**src/rtl/serial_adder_ctrl.sv**
```systemverilog
// Bit-serial adder: one shared 1-bit full adder walks WIDTH operand bits LSB first,
// with valid/ready handshakes on the operand and result sides.

module serial_adder_fa (
    input  logic a_i,
    input  logic b_i,
    input  logic ci_i,
    output logic s_o,
    output logic co_o
);
    assign s_o  = a_i ^ b_i ^ ci_i;
    assign co_o = (a_i & b_i) | (a_i & ci_i) | (b_i & ci_i);
endmodule

module serial_adder_ctrl #(
    parameter int unsigned WIDTH = 8
) (
    input  logic             clk,
    input  logic             rst_n,
    input  logic             in_valid,
    output logic             in_ready,
    input  logic [WIDTH-1:0] a,
    input  logic [WIDTH-1:0] b,
    input  logic             c_in,
    output logic             out_valid,
    input  logic             out_ready,
    output logic [WIDTH-1:0] sum,
    output logic             c_out,
    output logic             busy
);
    localparam int unsigned CW = (WIDTH > 1) ? $clog2(WIDTH) : 1;

    typedef enum logic [1:0] {
        IDLE = 2'd0,
        RUN  = 2'd1,
        DONE = 2'd2
    } state_t;

    state_t           state_q, state_d;
    logic [CW-1:0]    cnt_q, cnt_d;
    logic [WIDTH-1:0] a_sh_q, a_sh_d;
    logic [WIDTH-1:0] b_sh_q, b_sh_d;
    logic [WIDTH-1:0] sum_q, sum_d;
    logic             carry_q, carry_d;
    logic             c_out_q, c_out_d;
    logic             fa_s, fa_co;
    logic [WIDTH:0]   sum_ext;

    serial_adder_fa u_fa (
        .a_i  (a_sh_q[0]),
        .b_i  (b_sh_q[0]),
        .ci_i (carry_q),
        .s_o  (fa_s),
        .co_o (fa_co)
    );

    // Extended vector keeps the MSB-insert shift legal when WIDTH == 1.
    assign sum_ext = {fa_s, sum_q};

    always_comb begin
        state_d = state_q;
        cnt_d   = cnt_q;
        a_sh_d  = a_sh_q;
        b_sh_d  = b_sh_q;
        sum_d   = sum_q;
        carry_d = carry_q;
        c_out_d = c_out_q;
        case (state_q)
            IDLE: begin
                if (in_valid) begin
                    a_sh_d  = a;
                    b_sh_d  = b;
                    carry_d = c_in;
                    cnt_d   = '0;
                    state_d = RUN;
                end
            end
            RUN: begin
                sum_d   = sum_ext[WIDTH:1];
                carry_d = fa_co;
                a_sh_d  = a_sh_q >> 1;
                b_sh_d  = b_sh_q >> 1;
                // Final bit holds the counter so it never wraps.
                if (cnt_q == CW'(WIDTH - 1)) begin
                    c_out_d = fa_co;
                    state_d = DONE;
                end else begin
                    cnt_d = cnt_q + CW'(1);
                end
            end
            DONE: begin
                if (out_ready) begin
                    state_d = IDLE;
                end
            end
            default: state_d = IDLE;
        endcase
    end

    always_ff @(posedge clk or negedge rst_n) begin
        if (!rst_n) begin
            state_q <= IDLE;
            cnt_q   <= '0;
            a_sh_q  <= '0;
            b_sh_q  <= '0;
            sum_q   <= '0;
            carry_q <= 1'b0;
            c_out_q <= 1'b0;
        end else begin
            state_q <= state_d;
            cnt_q   <= cnt_d;
            a_sh_q  <= a_sh_d;
            b_sh_q  <= b_sh_d;
            sum_q   <= sum_d;
            carry_q <= carry_d;
            c_out_q <= c_out_d;
        end
    end

    assign in_ready  = (state_q == IDLE);
    assign busy      = (state_q == RUN);
    assign out_valid = (state_q == DONE);
    assign sum       = sum_q;
    assign c_out     = c_out_q;
endmodule

```
**config.mk**
```make
export PLATFORM = sky130hd
export DESIGN_NAME = serial_adder_ctrl
export DESIGN_NICKNAME = d
export VERILOG_FILES = /design/src/rtl/serial_adder_ctrl.sv
export SDC_FILE = /design/constraint.sdc
export NUM_CORES = 1
export LEC_CHECK = 0
export CAP_MARGIN = 20
export CORE_MARGIN = 2
export CORE_UTILIZATION = 30
export CTS_BUF_LIST = sky130_fd_sc_hd__clkbuf_8
export DETAILED_ROUTE_END_ITERATION = 10
export DONT_BUFFER_PORTS = 1
export SLEW_MARGIN = 5
export SYNTH_ARGS = -nofsm -noshare
export SYNTH_HDL_FRONTEND = slang
export SYNTH_SLANG_ARGS = --single-unit
export TNS_END_PERCENT = 100
```
**constraint.sdc**
```tcl
create_clock -name clk -period 1.75 [get_ports clk]
set_input_delay 0.35 -clock clk [delete_from_list [all_inputs] [get_ports clk]]
set_output_delay 0.35 -clock clk [all_outputs]
set_load 0.02 [all_outputs]
```
== Word-level counts from Yosys, hierarchy flattened ==
Cells that the tools add are included.

* Flip-flop bits (word level): 31
* Output and inout port bits: 12
* Input bits: 21
* Word-level logic and storage cells: 41

* Bitwise operators: 7
* Equal/unequal tests: 7
* Muxes and demuxes: 13
* $add $sub $neg: 1
* Reduce and logical (&&, ||, !) cells: 6

{| class="wikitable"
|+ Operators with widths
! operator !! number
|-
| one-hot mux 8 bit (2 select lines) || 2
|-
| 2-to-1 mux 8 bit || 2
|-
| 2-to-1 mux 2 bit || 3
|-
| 2-to-1 mux 3 bit || 2
|-
| one-hot mux 2 bit (3 select lines) || 1
|-
| one-hot mux 3 bit (2 select lines) || 1
|-
| AND reduction 3 bit || 2
|-
| != test 2 x 1 -> 1 bit (second input constant) || 2
|-
| != test 2 bit (second input constant) || 2
|-
| AND reduction 2 bit || 2
|-
| adder 3 x 1 -> 3 bit (second input constant) || 1
|-
| bitwise AND 1 bit || 3
|-
| equality test 3 bit (second input constant) || 1
|-
| equality test 2 x 1 -> 1 bit (second input constant) || 1
|-
| equality test 2 bit (second input constant) || 1
|-
| zero test 2 bit || 1
|-
| bitwise OR 1 bit || 2
|-
| one-hot mux 1 bit (2 select lines) || 1
|-
| nonzero test 2 bit || 1
|-
| XOR 1 bit || 2
|-
| 2-to-1 mux 1 bit || 1
|}

== Logic depth before layout (Yosys ltp) ==
Gate-level depths: netlist of run 1.

* Depth in word-level cells: 4
* Gate-level depth with buffers: 4
* Gate-level depth less buffers: 4

== Cells and area by module ==
From an unflattened synthesis of run 1, not the netlist that was laid out.

* Cell total of the unflattened synthesis: 134
* Area, all modules: 1552.7 sq um

{| class="wikitable"
|+ Modules (own cells, without submodules)
! module !! cells an instance !! times used !! area each (sq um)
|-
| serial_adder_ctrl || 133 || 1 || 1532.7
|-
| serial_adder_fa || 1 || 1 || 20.0
|}

== Least setup slack after synthesis of run 1 ==
OpenSTA, ideal clock, no wires.

* Path kind: register -> output
* From: register state_q[0]
* To: output port in_ready
* Slack: 0.329 ns
* Stages on the path, launching flop included: 4
* Buffers on the path: 2
* Arrival time: 1.071 ns
* Data required time: 1.400 ns
* Path through: dfrtp_1 -> buf_6 -> buf_4 -> nor2_1

* Cells in the longest elaborated chain, start to end: 1

{| class="wikitable"
|+ RTL lines
! item !! RTL line !! text
|-
| start, declared || 39 || <nowiki>state_t state_q, state_d;</nowiki>
|-
| start signal, assigned || 110 || <nowiki>state_q <= state_d;</nowiki>
|-
| zero test 2 bit || 120 || <nowiki>assign in_ready = (state_q == IDLE);</nowiki>
|-
| end, declared || 21 || <nowiki>output logic in_ready,</nowiki>
|}

Every way passes these cells.

== Final worst setup path of run 1 ==
* From: register state_q[1]
* To: output port busy

* Cells in the longest elaborated chain, start to end: 1

{| class="wikitable"
|+ RTL lines
! item !! RTL line !! text
|-
| equality test 2 x 1 -> 1 bit || 121 || <nowiki>assign busy = (state_q == RUN);</nowiki>
|-
| end, declared || 29 || <nowiki>output logic busy</nowiki>
|}

Every way passes these cells.

==> results.sh, run 1 <==
export IMPL_synth_adder_area_share=0.0292
export IMPL_n_antenna_cell=0
export IMPL_min_path_type="input pin to register"
export IMPL_critPathRequiredTime_ps=1400
export IMPL_critPathLaunchType="register"
export IMPL_setup_tns_ps=0
export IMPL_die_area_um2=5730
export IMPL_synth_area_per_cell_um2=12.1
export IMPL_syn_inst=127
export IMPL_clockRootBuffer="clkbuf_8"
export IMPL_critPathCaptureType="output port"
export IMPL_clk_pin_slew_worst_paths_ps=60
export IMPL_cp_cell_sequence="buf_12, nand2b_1, inv_2, buf_4"
export IMPL_antenna_found_initial=0
export IMPL_critical_path_arrival_ps=1280
export IMPL_clkLatencyLatePin_ps=280
export IMPL_cts_buffer_depth=2
export IMPL_rows=26
export IMPL_cellLeakagePower_nw=0.754
export IMPL_dr_total_vias=1043
export IMPL_drc_errors=0
export IMPL_p_total_mw=3.40
export IMPL_status="finished, final reports clean"
export IMPL_synthMuxAreaShare=0.0706
export IMPL_start_util=0.306
export IMPL_place_ws_ps=269
export IMPL_cts_num_sinks=31
export IMPL_p_per_area_nw_per_um2=1910
export IMPL_yosysTopAreaCellShare=0.503
export IMPL_synth_seq_area_share=0.503
export IMPL_synth_warnings=0
export IMPL_area_growth_pct=15.4
export IMPL_slew_headroom=0.605
export IMPL_grt_max_degree=36
export IMPL_path_buf_inv=3
export IMPL_dp_hpwl_um=2310
export IMPL_criticalPathCategory="register to output port"
export IMPL_ys_ff_latch=31
export IMPL_drv_slew=0
export IMPL_path_max_fanout=30
export IMPL_grt_overflow_total=0
export IMPL_peakVddDrop_mv=0.706
export IMPL_crit_path_max_incr_delay_ps=400
export IMPL_tightestPinTransition_ps=591
export IMPL_num_io_pins=33
export IMPL_die_x_um=75.7
export IMPL_synthSimpleGateAreaFrac=0.182
export IMPL_syn_nets=151
export IMPL_fmax_mhz=612
export IMPL_hold_violations=0
export IMPL_postCtsSetupRepairBufs=0
export IMPL_first_pass_iters=4
export IMPL_min_period_ps=1630
export IMPL_drt_iter0_drc=75
export IMPL_routed_wl_um=3360
export IMPL_nets=155
export IMPL_netlist_area_um2=1540
export IMPL_synth_compound_gate_area_share=0.142
export IMPL_cts_buffers=5
export IMPL_clock_skew_ps=4.62
export IMPL_gp_congestion=0.747
export IMPL_synth_cell_types=31
export IMPL_slowest_stage="dfrtp_1"
export IMPL_wire_per_inst_um=16.6
export IMPL_yosysTopAreaCell="dfrtp_1"
export IMPL_grt_pass1_wl_um=5280
export IMPL_hold_worst_slack_ps=157
export IMPL_io_buffers=0
export IMPL_chipHeight_um=75.7
export IMPL_synth_xor_area_frac=0
export IMPL_synth_area_top_cells="dfrtp_1, o221a_2, or4b_1, mux2_2, nor3b_1"
export IMPL_vias_per_cell=5.16
export IMPL_final_setup_viol_count=0
export IMPL_final_area_um2=1780
export IMPL_rsz0062_at_grt="false"
export IMPL_grt_util_all_layers=0.126
export IMPL_synth_top_family_by_area="simple AND/OR/NAND/NOR gates"
export IMPL_grt_pass1_vias=1060
export IMPL_htreeDepth=2
export IMPL_drive_above_1_share=0.265
export IMPL_maxCapViolCount=0
export IMPL_fillers=498
export IMPL_crit_family="buffers and inverters"
export IMPL_ant_nets=0
export IMPL_postPlaceCellArea_um2=1630
export IMPL_core_um2=5040
export IMPL_fin_crit_sh=0.934
export IMPL_cts_tree="done"
export IMPL_setup_ws_ps=115
[kinds of logic after synthesis]
group,count (synthesis)
simple gates,37
flops,31
compound gates,24
buf+inv,23
mux,9
fa+ha+maj,3
[layer usage]
metal | part of all wire | routed length (um) | track usage | up-vias
li1 | - | - | - | 485
met1 | 0.45 | 1520 | 0.167 | 515
met2 | 0.47 | 1580 | 0.201 | 39
met3 | 0.066 | 221 | 0.0397 | 4
met4 | 0.011 | 36 | 0.0351 | 0
met5 | 0 | 0 | 0 | -
[registers in the layout, indices dropped and copies added, names as in the netlist]
name / count
cnt_q: 3
state_q: 2
carry_q: 1
c_out: 1
sum: 8
b_sh_q: 8
a_sh_q: 8
[worst reg2reg max path, stage by stage, from the launching register on]
cell and delay, ps:
dfrtp_1 420, ha_1 220, ha_1 250, or2_2 330, o221ai_1 190
[power by group]
part           leakage, nW  internal, mW  total, mW  switching (mW)
Clock               0.0612         0.460      0.718           0.258
Combinational        0.331         0.665       1.25           0.583
Sequential           0.363          1.06       1.44           0.377
[what timing repair did]
action | in CTS | in global routing
endpoints found under the setup margin | 0 | 1
hold endpoints to repair | 31 | 0
hold buffers | 2 | 0
resized for setup | 0 | 1
[path summary, 6_finish.rpt]
check,start,endpoint,slack (ps),cells after the start
max in group asynchronous,rst_n,b_sh_q[7]$_DFFE_PN0P_,1070,2
worst min-delay path,out_ready,state_q[1]$_DFFE_PN0P_,160,1
worst max-delay path,state_q[1]$_DFFE_PN0P_,busy,120,4
worst min register to register,b_sh_q[7]$_DFFE_PN0P_,b_sh_q[7]$_DFFE_PN0P_,520,1
worst max register to register,cnt_q[0]$_DFFE_PN0P_,cnt_q[2]$_DFFE_PN0P_,250,4
min in group asynchronous,rst_n,b_sh_q[0]$_DFFE_PN0P_,510,2
[layout make-up]
type | count | area [um^2] | area share
Tap cell | 70 | 87.6 | 0.0492
Multi-Input combinational cell | 73 | 653 | 0.367
Clock buffer | 6 | 82.6 | 0.0464
Inverter | 12 | 45.0 | 0.0253
Timing Repair Buffer | 8 | 100 | 0.0563
Sequential cell | 31 | 776 | 0.436
Clock inverter | 2 | 35.0 | 0.0197
[layout by cell type (no fill, tap or decap), drive strengths merged, types with 2 or more instances in the layout]
cell and n:
o221a 8, clkbuf 6, o221ai 3, nor4b 5, nor4bb 2, nand2 2, buf 7, nand2b 5
nor2b 2, inv 12, nor3b 7, dfrtp 31, a211o 2, or4b 8, mux2 9, ha 2
a211oi 5, nand3 3, a222oi 2
[synthesized netlist by cell type]
cell type,instances
a211o_1,2
a211oi_1,5
a21oi_1,1
a222oi_1,2
buf_2,4
buf_4,1
buf_6,2
clkbuf_1,2
clkbuf_2,2
dfrtp_1,31
fa_1,1
ha_1,2
inv_1,12
mux2_2,7
mux2_4,2
nand2_1,2
nand2b_1,5
nand3_1,3
nand3b_1,1
nor2_1,1
nor2b_1,2
nor3b_1,7
nor4b_1,5
nor4bb_1,2
o21ai_1,1
o21ba_2,1
o21bai_1,1
o221a_2,8
o221ai_1,3
or2_2,1
or4b_1,8
[per-stage QoR]
step | instances | util
after CTS | 202 | 0.353
after detailed placement | 192 | 0.324
after global routing | 202 | 0.353
after floorplan | 127 | -
final | 202 | 0.353
after global placement | 192 | 0.324
(Power assumes the default switching activity.)
==> run 2, diff against run 1 <==
Settings changed: CORE_ASPECT_RATIO from default to 1.25.
==> results.sh, run 2 (synthesized netlist as in run 1, its figures left out) <==
export IMPL_postPlaceCellArea_um2=1600
export IMPL_drive_above_1_share=0.263
export IMPL_chipHeight_um=84.1
export IMPL_io_buffers=0
export IMPL_cts_tree="done"
export IMPL_crit_path_start="state_q[1]$_DFFE_PN0P_"
export IMPL_place_ws_ps=280
export IMPL_rows=29
export IMPL_rr_worst_depth=4
export IMPL_final_cell_mix="dfrtp_1, inv_1, or4b_1, o221a_2"
export IMPL_critPathCaptureType="output port"
export IMPL_setup_tns_ps=0
export IMPL_gp_congestion=0.674
export IMPL_setup_ws_ps=115
export IMPL_first_pass_iters=6
export IMPL_grt_pass1_vias=1125
export IMPL_wire_per_inst_um=16.7
export IMPL_hold_depth=1
export IMPL_clock_skew_ps=4.71
export IMPL_grt_overflow_total=0
export IMPL_grt_pass1_wl_um=5340
export IMPL_intPower_mw=2.05
export IMPL_antenna_found_initial=0
export IMPL_dp_hpwl_um=2330
export IMPL_dr_total_vias=1059
export IMPL_drc_errors=0
export IMPL_die_x_um=68.1
export IMPL_drt_iter0_drc=54
export IMPL_cellLeakagePower_nw=0.746
export IMPL_seq_power_share=0.442
export IMPL_final_area_um2=1730
export IMPL_vias_per_cell=5.43
export IMPL_grt_max_degree=32
export IMPL_routed_wl_um=3250
export IMPL_min_period_ps=1640
export IMPL_grt_util_all_layers=0.126
export IMPL_ant_nets=0
export IMPL_nets=156
export IMPL_fmax_mhz=612
export IMPL_min_path_type="input pin to register"
export IMPL_maxCapViolCount=0
export IMPL_fin_crit_sh=0.934
export IMPL_rsz0062_at_grt="false"
export IMPL_hold_worst_slack_ps=174
export IMPL_r2r_start="cnt_q[0]$_DFFE_PN0P_"
export IMPL_n_antenna_cell=0
export IMPL_fillers=507
export IMPL_die_area_um2=5730
export IMPL_p_sw_mw=1.18
export IMPL_cts_buffers=5
export IMPL_criticalPathCategory="register to output port"
export IMPL_htreeDepth=2
export IMPL_start_util=0.308
export IMPL_final_setup_viol_count=0
export IMPL_tightestPinTransition_ps=514
export IMPL_core_um2=5010
export IMPL_slew_headroom=0.657
export IMPL_p_total_mw=3.23
export IMPL_p_clk_frac=0.186
export IMPL_drv_slew=0
export IMPL_area_growth_pct=12.5
export IMPL_num_io_pins=33
export IMPL_clk_pin_slew_worst_paths_ps=60
export IMPL_cts_num_sinks=31
export IMPL_critPathRequiredTime_ps=1400
export IMPL_p_comb_frac=0.372
export IMPL_status="finished, final reports clean"
export IMPL_hold_violations=0
export IMPL_critical_path_arrival_ps=1290
export IMPL_cts_buffer_depth=2
export IMPL_peakVddDrop_mv=0.428
export IMPL_hp_start="out_ready"
export IMPL_critPathLaunchType="register"
export IMPL_clkLatencyLatePin_ps=280
export IMPL_path_max_fanout=12
export IMPL_multi_input_area_um2=653
export IMPL_p_per_area_nw_per_um2=1860
export IMPL_layout_commonest_cell="dfrtp_1"
export IMPL_swShare=0.366
export IMPL_seq_area_um2=776
export IMPL_clockRootBuffer="clkbuf_8"
-- run 2: cell count changes in the layout (fill, tap and decap cells not counted) --
cell,previous run,this run
inv_1,11,12
clkinv_2,1,0
bufinv_16,1,0
clkbuf_8,6,7
buf_4,4,7
buf_12,3,1
-- run 2: cell type report --
| class | count | area share |
|---|---|---|
| sequential | 31 | 0.447 |
| timing repair buffer | 9 | 0.0476 |
| multi-input combinational | 73 | 0.377 |
| tap | 62 | 0.0447 |
| clock inverter | 1 | 0.00216 |
| clock buffer | 7 | 0.0556 |
| inverter | 12 | 0.0260 |
-- run 2: power groups by stage --
stage / sequential [mW] / clock [mW] / combinational (mW)
after detailed placement: 1.45 / 0 / 1.18
final: 1.43 / 0.600 / 1.20
after CTS: 1.44 / 0.624 / 1.22
after floorplan: 1.38 / 0 / 0.988
after global placement: 1.42 / 0 / 1.13
after global routing: 1.49 / 0.670 / 1.35
-- run 2: final timing paths --
kind,slack (ps),to
max in group asynchronous,1070,b_sh_q[3]$_DFFE_PN0P_
min in group asynchronous,510,b_sh_q[1]$_DFFE_PN0P_
worst min register to register,520,a_sh_q[7]$_DFFE_PN0P_
worst min-delay path,170,state_q[1]$_DFFE_PN0P_
worst max-delay path,110,busy
worst max register to register,260,cnt_q[1]$_DFFE_PN0P_
-- run 2: critical path, stage by stage, from the launching register on --
cell      delay [ps]
dfrtp_1          380
buf_4            180
nand2b_1         190
inv_2            120
buf_4            150
-- run 2: metal layers --
metal,part of all wire,up-vias,GRT usage
li1,-,486,-
met1,0.39,536,0.140
met2,0.53,31,0.207
met3,0.056,6,0.0442
met4,0.022,0,0.0655
met5,0,-,0
-- run 2: through the flow --
stage                     utilization  cells
after floorplan                     -    127
after global placement          0.320    185
after detailed placement        0.320    185
after CTS                       0.346    195
after global routing            0.346    195
final                           0.346    195
-- run 2: timing repair --
item	4_1_cts	5_1_grt
hold buffers	2	0
buffers inserted	0	0
gates resized for setup	0	1
hold endpoints to repair	31	0
setup endpoints to repair	0	1
